## config.mk

```make
export PLATFORM = sky130hd
export DESIGN_NAME = demux_1_2_buf
export DESIGN_NICKNAME = d
export VERILOG_FILES = /design/src/rtl/demux_1_2_buf.sv
export SDC_FILE = /design/constraint.sdc
export NUM_CORES = 1
export LEC_CHECK = 0
export BUFFER_PORTS_ARGS = -buffer_cell sky130_fd_sc_hd__buf_2
export CORE_MARGIN = 8
export CORE_UTILIZATION = 47
export DETAILED_ROUTE_END_ITERATION = 10
export PLACE_DENSITY_LB_ADDON = 0.2
export SLEW_MARGIN = 20
export SYNTH_ARGS = -nofsm -noshare
export SYNTH_HDL_FRONTEND = slang
export SYNTH_SLANG_ARGS = --single-unit
export TNS_END_PERCENT = 20
```

## constraint.sdc

```tcl
create_clock -name CLK -period 1.3 [get_ports CLK]
set_input_delay 0.26 -clock CLK [delete_from_list [all_inputs] [get_ports CLK]]
set_output_delay 0.26 -clock CLK [all_outputs]
set_load 0.03 [all_outputs]
```

## src/rtl/demux_1_2_buf.sv

```systemverilog
// 1:2 demultiplexer with a one-entry buffer per output and valid/ready handshakes.
// Optional per-output drain counters are built only when DEMUX_CNT_EN is defined.
module demux_1_2_buf #(
    parameter int N = 32
) (
    input  logic         CLK,
    input  logic         RST,
    input  logic [N-1:0] IN_DATA,
    input  logic         IN_SEL,
    input  logic         IN_VALID,
    output logic         IN_READY,
    output logic [N-1:0] OUT_A,
    output logic [N-1:0] OUT_B,
    output logic         OUT_A_VALID,
    output logic         OUT_B_VALID,
    input  logic         OUT_A_READY,
    input  logic         OUT_B_READY,
    output logic [15:0]  CNT_A,
    output logic [15:0]  CNT_B
);

    logic         full_a_q, full_a_d;
    logic         full_b_q, full_b_d;
    logic [N-1:0] data_a_q, data_a_d;
    logic [N-1:0] data_b_q, data_b_d;
    logic         drain_a, drain_b;
    logic         load_a, load_b;
    logic         rdy_a, rdy_b;

    // A full buffer can still accept when its consumer frees it this cycle.
    always_comb begin
        rdy_a    = !full_a_q || OUT_A_READY;
        rdy_b    = !full_b_q || OUT_B_READY;
        IN_READY = IN_SEL ? rdy_b : rdy_a;
        drain_a  = full_a_q && OUT_A_READY;
        drain_b  = full_b_q && OUT_B_READY;
        load_a   = IN_VALID && !IN_SEL && rdy_a;
        load_b   = IN_VALID && IN_SEL && rdy_b;
    end

    always_comb begin
        full_a_d = load_a || (full_a_q && !drain_a);
        full_b_d = load_b || (full_b_q && !drain_b);
        data_a_d = load_a ? IN_DATA : data_a_q;
        data_b_d = load_b ? IN_DATA : data_b_q;
    end

    always_ff @(posedge CLK) begin
        if (RST) begin
            full_a_q <= 1'b0;
            full_b_q <= 1'b0;
            data_a_q <= '0;
            data_b_q <= '0;
        end else begin
            full_a_q <= full_a_d;
            full_b_q <= full_b_d;
            data_a_q <= data_a_d;
            data_b_q <= data_b_d;
        end
    end

    assign OUT_A       = data_a_q;
    assign OUT_B       = data_b_q;
    assign OUT_A_VALID = full_a_q;
    assign OUT_B_VALID = full_b_q;

`ifdef DEMUX_CNT_EN
    logic [15:0] cnt_a_q, cnt_a_d;
    logic [15:0] cnt_b_q, cnt_b_d;

    always_comb begin
        cnt_a_d = drain_a ? cnt_a_q + 16'd1 : cnt_a_q;
        cnt_b_d = drain_b ? cnt_b_q + 16'd1 : cnt_b_q;
    end

    always_ff @(posedge CLK) begin
        if (RST) begin
            cnt_a_q <= '0;
            cnt_b_q <= '0;
        end else begin
            cnt_a_q <= cnt_a_d;
            cnt_b_q <= cnt_b_d;
        end
    end

    assign CNT_A = cnt_a_q;
    assign CNT_B = cnt_b_q;
`else
    assign CNT_A = '0;
    assign CNT_B = '0;
`endif

endmodule

```

# Yosys cells after proc, flatten, opt, wreduce, memory -nomap -nowiden

Index checks and enable logic that the tools add are counted.

Register bits after elaboration: 66
Input port bits: 38
Output and inout bits: 99
Word-level logic and storage cells: 22

Muxes and demuxes: 1
Reductions and logical operators: 17

Operators with widths:

| cell              | count |
|---|---|
| 1-bit logical AND | 8 |
| 1-bit zero test   | 5 |
| 1-bit logical OR  | 4 |
| 1-bit two-way mux | 1 |

# Depth between registers and ports, before layout

Gate-level depths: netlist of run 1.

Depth after elaboration: 4
Gate-level depth with buffers: 5
Gate-level depth less buffers: 3

# Worst setup path before layout of run 1

Ideal clock, no wire load.

Kind: reg-to-output
Start point: register full_b_q, in the netlist OUT_B_VALID
End point: output IN_READY
Arrival time: 1.300 ns
Data required time: 1.040 ns
Path slack: -0.260 ns
Cell stages (with the launch flop): 4
Path through: dfxtp_1 -> nor2b_1 -> clkbuf_1 -> a21oi_1

Longest elaborated chain between the ends: 3

Ends and longest elaborated chain:

| item                     | RTL line | text |
|---|---|---|
| start: declaration       | 23       | `logic full_b_q, full_b_d;` |
| start signal: assignment | 56       | `full_b_q <= full_b_d;` |
| 1-bit zero test          | 33       | `rdy_b = !full_b_q \|\| OUT_B_READY;` |
| 1-bit logical OR         | 33       |  |
| 1-bit two-way mux        | 34       | `IN_READY = IN_SEL ? rdy_b : rdy_a;` |
| end: declaration         | 11       | `output logic IN_READY,` |

Every way passes these cells.

# Final worst setup path of run 1

Same ends and word-level chain as after synthesis.

==> flow_metrics.env, run 1 <==
export IMPL_syn_inst=326
export IMPL_clock_latency_ps=330
export IMPL_async_reset_ff_frac=0
export IMPL_r2r_start="OUT_A_VALID$_SDFF_PP0_"
export IMPL_gr_usage_all_layers=0.157
export IMPL_synth_seq_cells=66
export IMPL_ys_seq_area_frac=0.439
export IMPL_drcViolationCount=0
export IMPL_antenna_found_initial=0
export IMPL_rsz0062_at_grt="true"
export IMPL_synth_cell_type_count=17
export IMPL_layout_cells_non_filler=514
export IMPL_p_leak_uw=0.00184
export IMPL_post_drt_via_cell_ratio=4.69
export IMPL_synth_avg_cell_area_sq_um=9.24
export IMPL_drive_gt1_frac=0.325
export IMPL_grt_max_degree=59
export IMPL_initial_core_util=0.480
export IMPL_r2r_slack_ps=100
export IMPL_vias=2410
export IMPL_setup_violations=1
export IMPL_clkSinkCount=66
export IMPL_die_h_um=96.1
export IMPL_synth_adder_area_share=0
export IMPL_coreArea_sq_um=6280
export IMPL_crit_required_ps=1040
export IMPL_synth_warnings=0
export IMPL_pre_cts_ws_ps=96.9
export IMPL_cts_tree="built"
export IMPL_critPathCaptureType="output pin"
export IMPL_finalHoldViolations=0
export IMPL_portBuffers=104
export IMPL_grt_pass1_wl_um=11300
export IMPL_cts_hold_buffers=0
export IMPL_synthMuxAreaShare=0.106
export IMPL_max_vdd_ir_drop_mv=0.595
export IMPL_grt_overflow=0
export IMPL_cts_buffer_depth=2
export IMPL_grt_pass1_vias=2383
export IMPL_synth_top_family_by_area="simple AND/OR/NAND/NOR gates"
export IMPL_gp_congestion=0.725
export IMPL_rows=29
export IMPL_status="complete, but fails checks"
export IMPL_die_w_um=96.1
export IMPL_max_freq_ghz=0.768
export IMPL_setup_ws_ps=-1.40
export IMPL_antenna_left=0
export IMPL_area_growth_pct=25.2
export IMPL_synth_xor_area_frac=0
export IMPL_hpwl_um=5310
export IMPL_dieArea_sq_um=9230
export IMPL_io_pins=137
export IMPL_num_fill_cells=593
export IMPL_synth_enable_flop_cells=0
export IMPL_fin_nets=470
export IMPL_crit_start="OUT_B_VALID$_SDFF_PP0_"
export IMPL_htreeDepth=3
export IMPL_power_density_nw_per_um2=1220
export IMPL_drv_slew=0
export IMPL_cp_max_fo=2
export IMPL_finClkSkew_ps=6.34
export IMPL_fin_crit_ps=1300
export IMPL_antennaDiodeCount=0
export IMPL_yosys_area_share_simple=0.224
export IMPL_ys_flop_type="dfxtp_1"
export IMPL_clk_pin_slew_ps=70
export IMPL_wire_per_inst_um=14.4
export IMPL_worstSetupStartpointType="flip-flop"
export IMPL_reg2reg_depth=5
export IMPL_maxCapViolations=0
export IMPL_synth_compound_area_share=0.111
export IMPL_worstSetupEndpoint="IN_READY"
export IMPL_numCtsBuffers=9
export IMPL_cp_arrival_ps=1040
export IMPL_drt_wl_total_um=7400
export IMPL_placed_cells=495
export IMPL_holdWs_ps=208
export IMPL_hold_class="input port to flip-flop"
export IMPL_first_pass_iters=4
export IMPL_violations="setup timing"
export IMPL_period_share=1.00
export IMPL_cts_root_buf="clkbuf_8"
export IMPL_synthesis_area_sq_um=3010
export IMPL_criticalPathCategory="flip-flop to output pin"
export IMPL_regToRegEndpoint="OUT_A[4]$_SDFFE_PP0P_"
export IMPL_first_iter_violations=72
## layout by cell type (no fill, tap or decap), types with 2 or more instances in the layout
cell type	synthesis	final
buf_2	1	103
buf_12	0	4
clkinv_2	0	2
dfxtp_2	0	2
mux2i_1	32	32
clkbuf_1	18	2
conb_1	1	32
dfxtp_1	66	64
nand2b_4	3	3
nor2b_1	34	32
clkbuf_8	0	12
a21oi_1	3	2
o21ai_1	12	12
nand2b_1	65	65
o21ai_0	52	52
buf_4	33	11
## per-layer routing
metal / up-vias / wire length, um / share of wire / global-route usage
met3: 8 / 681 / 0.092 / 0.0491
met5: - / 0 / 0 / 0
met2: 81 / 3460 / 0.47 / 0.251
li1: 1220 / - / - / -
met1: 1101 / 3170 / 0.43 / 0.191
met4: 0 / 80 / 0.011 / 0.0615
## final cells by class
class                           count  area [sq um]  area share
Clock inverter                      2          10.0     0.00266
Clock buffer                       14           173      0.0458
Sequential cell                    66          1320       0.351
Tap cell                           77          96.3      0.0256
Timing Repair Buffer              119           689       0.183
Multi-Input combinational cell    236          1480       0.392
## stage by stage
stage	util	setup TNS, ps	cell area [sq um]	power [uW]
2_1_floorplan	-	0	3140	2890
3_3_place_gp	0.565	0	3540	3070
3_5_place_dp	0.565	0	3540	3080
4_1_cts	0.600	-22.5	3760	4660
5_1_grt	0.601	-42.0	3770	4820
6_report	0.601	-1.40	3770	4620
## repair_timing
item | in CTS | in global routing
buffers inserted | 3 | 0
resized for setup | 5 | 1
pin swaps | 1 | 0
endpoints found under the setup margin | 1 | 1
## sequential cells by signal, indices dropped and copies added (netlist names)
register,cells
OUT_A,32
OUT_B_VALID,1
OUT_A_VALID,1
OUT_B,32
## worst max-delay path, stage by stage, from the launching register on
cell and delay, ps:
dfxtp_2 320, nor2b_4 130, a21oi_4 120, buf_6 140
## how the worst min path moves through the flow
| stage | from | end | cells after the start |
|---|---|---|---|
| after CTS | IN_DATA[19] | OUT_B[19]$_SDFFE_PP0P_ | 3 |
| after floorplan | IN_VALID | OUT_A_VALID$_SDFF_PP0_ | 2 |
| after detailed placement | OUT_A[11]$_SDFFE_PP0P_ | OUT_A[11]$_SDFFE_PP0P_ | 2 |
| after global placement | OUT_A[8]$_SDFFE_PP0P_ | OUT_A[8]$_SDFFE_PP0P_ | 2 |
| after global routing | IN_DATA[19] | OUT_B[19]$_SDFFE_PP0P_ | 3 |
| final | IN_DATA[19] | OUT_B[19]$_SDFFE_PP0P_ | 3 |
## synthesized netlist by cell type (2+ instances only)
master	n	area, sq um
dfxtp_1	66	1320
nand2b_1	65	407
o21ai_0	52	260
nor2b_1	34	213
buf_4	33	248
mux2i_1	32	320
clkbuf_1	18	67.6
o21ai_1	12	60.1
a21oi_1	3	15.0
nand2b_4	3	41.3
buf_6	2	22.5
## logic make-up (layout without fill, tap and decap cells)
family          count (synthesis)  after routing
other cells                     1             32
simple gates                  105            105
buf+inv                        55            135
flops                          66             66
compound gates                 67             67
mux                            32             32
## report_power, final
group	internal [uW]	total, uW	switching, uW
Clock	845	1580	730
Sequential	2130	2180	49.9
Combinational	284	864	581
Note: power is estimated with default switching activity, not from simulation.
==> inputs of run 2 (changes only) <==
--- a/config.mk
+++ b/config.mk
@@ -6,8 +6,9 @@
 export NUM_CORES = 1
 export LEC_CHECK = 0
 export BUFFER_PORTS_ARGS = -buffer_cell sky130_fd_sc_hd__buf_2
+export CORE_ASPECT_RATIO = 0.9
 export CORE_MARGIN = 8
-export CORE_UTILIZATION = 47
+export CORE_UTILIZATION = 50
 export DETAILED_ROUTE_END_ITERATION = 10
 export PLACE_DENSITY_LB_ADDON = 0.2
 export SLEW_MARGIN = 20
==> constraint.sdc (replaced) <==
create_clock -name CLK -period 1.5 [get_ports CLK]
set_input_delay 0.3 -clock CLK [delete_from_list [all_inputs] [get_ports CLK]]
set_output_delay 0.3 -clock CLK [all_outputs]
set_load 0.03 [all_outputs]
==> run 2 against run 1 <==
  * The run now ends clean
  * Utilization increased by 1.5 points
  * Global-route usage increased by 0.34 points
  * First-iteration DRC count increased by 33%
  * Count of clock-buffer cells in the layout decreased by 1
  * Clock skew increased by 0.67 ps
  * Design area decreased by 2.3%
  * Worst hold slack improved by 27 ps
  * Sequential share of layout area increased by 0.80 points
  * Wire length decreased by 3.4%
  * Via count decreased by 3.6%
  * Die area decreased by 5.0%
  * Critical endpoint unchanged
  * Largest cell class unchanged
  * Largest power group unchanged
==> flow_metrics.env, run 2 (synthesis gave the netlist of run 1 again) <==
export IMPL_status="completed"
export IMPL_power_frac_comb=0.174
export IMPL_grt_max_degree=99
export IMPL_drive_gt1_frac=0.310
export IMPL_rows=27
export IMPL_cts_buffer_depth=2
export IMPL_antennaDiodeCount=0
export IMPL_crit_start="OUT_B_VALID$_SDFF_PP0_"
export IMPL_wire_per_inst_um=14.3
export IMPL_vias=2324
export IMPL_drt_wl_total_um=7140
export IMPL_r2r_start="OUT_B_VALID$_SDFF_PP0_"
export IMPL_initial_core_util=0.504
export IMPL_crit_cells=3
export IMPL_htreeDepth=3
export IMPL_clock_latency_ps=330
export IMPL_finClkSkew_ps=7.01
export IMPL_numCtsBuffers=9
export IMPL_pwr_share_seq=0.455
export IMPL_clkSinkCount=66
export IMPL_max_stage_delay_ps=320
export IMPL_gr_usage_all_layers=0.160
export IMPL_dieArea_sq_um=8770
export IMPL_hpwl_um=5010
export IMPL_critPathCaptureType="output pin"
export IMPL_hold_class="input port to flip-flop"
export IMPL_p_leak_uw=0.00180
export IMPL_mostFrequentLayoutCells="103 x buf_2, 65 x dfxtp_1, 65 x nand2b_1"
export IMPL_cp_cell_sequence="nor2b_2, a21oi_2, clkbuf_4"
export IMPL_holdWs_ps=235
export IMPL_cp_max_fo=3
export IMPL_fin_crit_ps=1450
export IMPL_first_iter_violations=96
export IMPL_drcViolationCount=0
export IMPL_setup_tns_ps=0
export IMPL_power_density_nw_per_um2=1130
export IMPL_critical_path_top_delay_family="flip-flops"
export IMPL_area_growth_pct=22.3
export IMPL_io_pins=137
export IMPL_coreArea_sq_um=5980
export IMPL_cp_arrival_ps=1150
export IMPL_cts_root_buf="clkbuf_8"
export IMPL_crit_required_ps=1200
export IMPL_gp_congestion=0.745
export IMPL_period_share=0.965
export IMPL_worstSetupStartpointType="flip-flop"
export IMPL_post_drt_via_cell_ratio=4.64
export IMPL_slowest_stage="dfxtp_1"
export IMPL_max_freq_ghz=0.691
export IMPL_drv_slew=0
export IMPL_maxCapViolations=0
export IMPL_rsz0062_at_grt="false"
export IMPL_grt_pass1_vias=2244
export IMPL_path_buf_inv=1
export IMPL_p_sw_frac=0.285
export IMPL_first_pass_iters=4
export IMPL_antenna_found_initial=0
export IMPL_antenna_left=0
export IMPL_max_vdd_ir_drop_mv=0.595
export IMPL_finalHoldViolations=0
export IMPL_grt_overflow=0
export IMPL_clk_pin_slew_ps=70
export IMPL_fin_nets=463
export IMPL_die_w_um=97.8
export IMPL_p_clk_frac=0.371
export IMPL_criticalPathCategory="flip-flop to output pin"
export IMPL_grt_pass1_wl_um=11100
export IMPL_die_h_um=89.6
export IMPL_intPower_uw=2960
export IMPL_portBuffers=104
export IMPL_setup_violations=0
export IMPL_reg2reg_depth=4
export IMPL_cts_tree="built"
export IMPL_p_sw_uw=1180
export IMPL_min_from="IN_DATA[26]"
export IMPL_holdPathStages=3
export IMPL_num_fill_cells=551
export IMPL_layout_commonest_cell="buf_2"
## run 2: final timing paths
path,end,slack (ps)
hold reg to reg,OUT_A[3]$_SDFFE_PP0P_,470
setup / recovery,IN_READY,50
setup reg to reg,OUT_B[23]$_SDFFE_PP0P_,400
hold / removal,OUT_B[26]$_SDFFE_PP0P_,230
## run 2: timing repair
action | 4_1_cts | 5_1_grt
resized for setup | 0 | 2
hold buffers | 0 | 0
endpoints found under the setup margin | 0 | 1
setup buffers | 0 | 0
## run 2: routing by layer
layer	global-route usage	share of wire	up-vias
li1	-	-	1199
met1	0.185	0.44	1035
met2	0.247	0.45	81
met3	0.0847	0.092	9
met4	0.0636	0.014	0
met5	0	0	-
## run 2: through the flow
stage                     setup slack [ps]  instances  instance area (sq um)   util  power (uW)
final                                 52.7        501                   3680  0.616        4140
after global routing                  1.44        501                   3680  0.616        4320
after CTS                             17.3        501                   3680  0.615        4180
after detailed placement               271        486                   3470  0.581        2650
after global placement                 314        486                   3470  0.581        2640
after floorplan                       16.3        357                   3130      -        2500
## run 2: power by group through the flow
stage / Clock [uW] / Sequential, uW / Combinational, uW
2_1_floorplan: 0 / 2100 / 404
3_3_place_gp: 0 / 1920 / 714
3_5_place_dp: 0 / 1920 / 721
4_1_cts: 1570 / 1890 / 722
5_1_grt: 1650 / 1900 / 775
6_report: 1540 / 1890 / 719
## run 2: area by class of cell
| type | count | area, sq um | share of cell area |
|---|---|---|---|
| repair buffers | 112 | 608 | 0.165 |
| well taps | 72 | 90.1 | 0.0245 |
| clock buffers | 13 | 169 | 0.0459 |
| clock inverters | 2 | 35.0 | 0.00951 |
| multi-input cells | 236 | 1460 | 0.396 |
| flip-flops and latches | 66 | 1320 | 0.359 |
## run 2: worst reg2reg max path, delay by kind of cell (launching register included)
kind	cells	cell delay [ps]
buffers and inverters	1	270
AO/OA/AOI/OAI	2	210
AND/OR/NAND/NOR	1	210
flip-flops	1	340
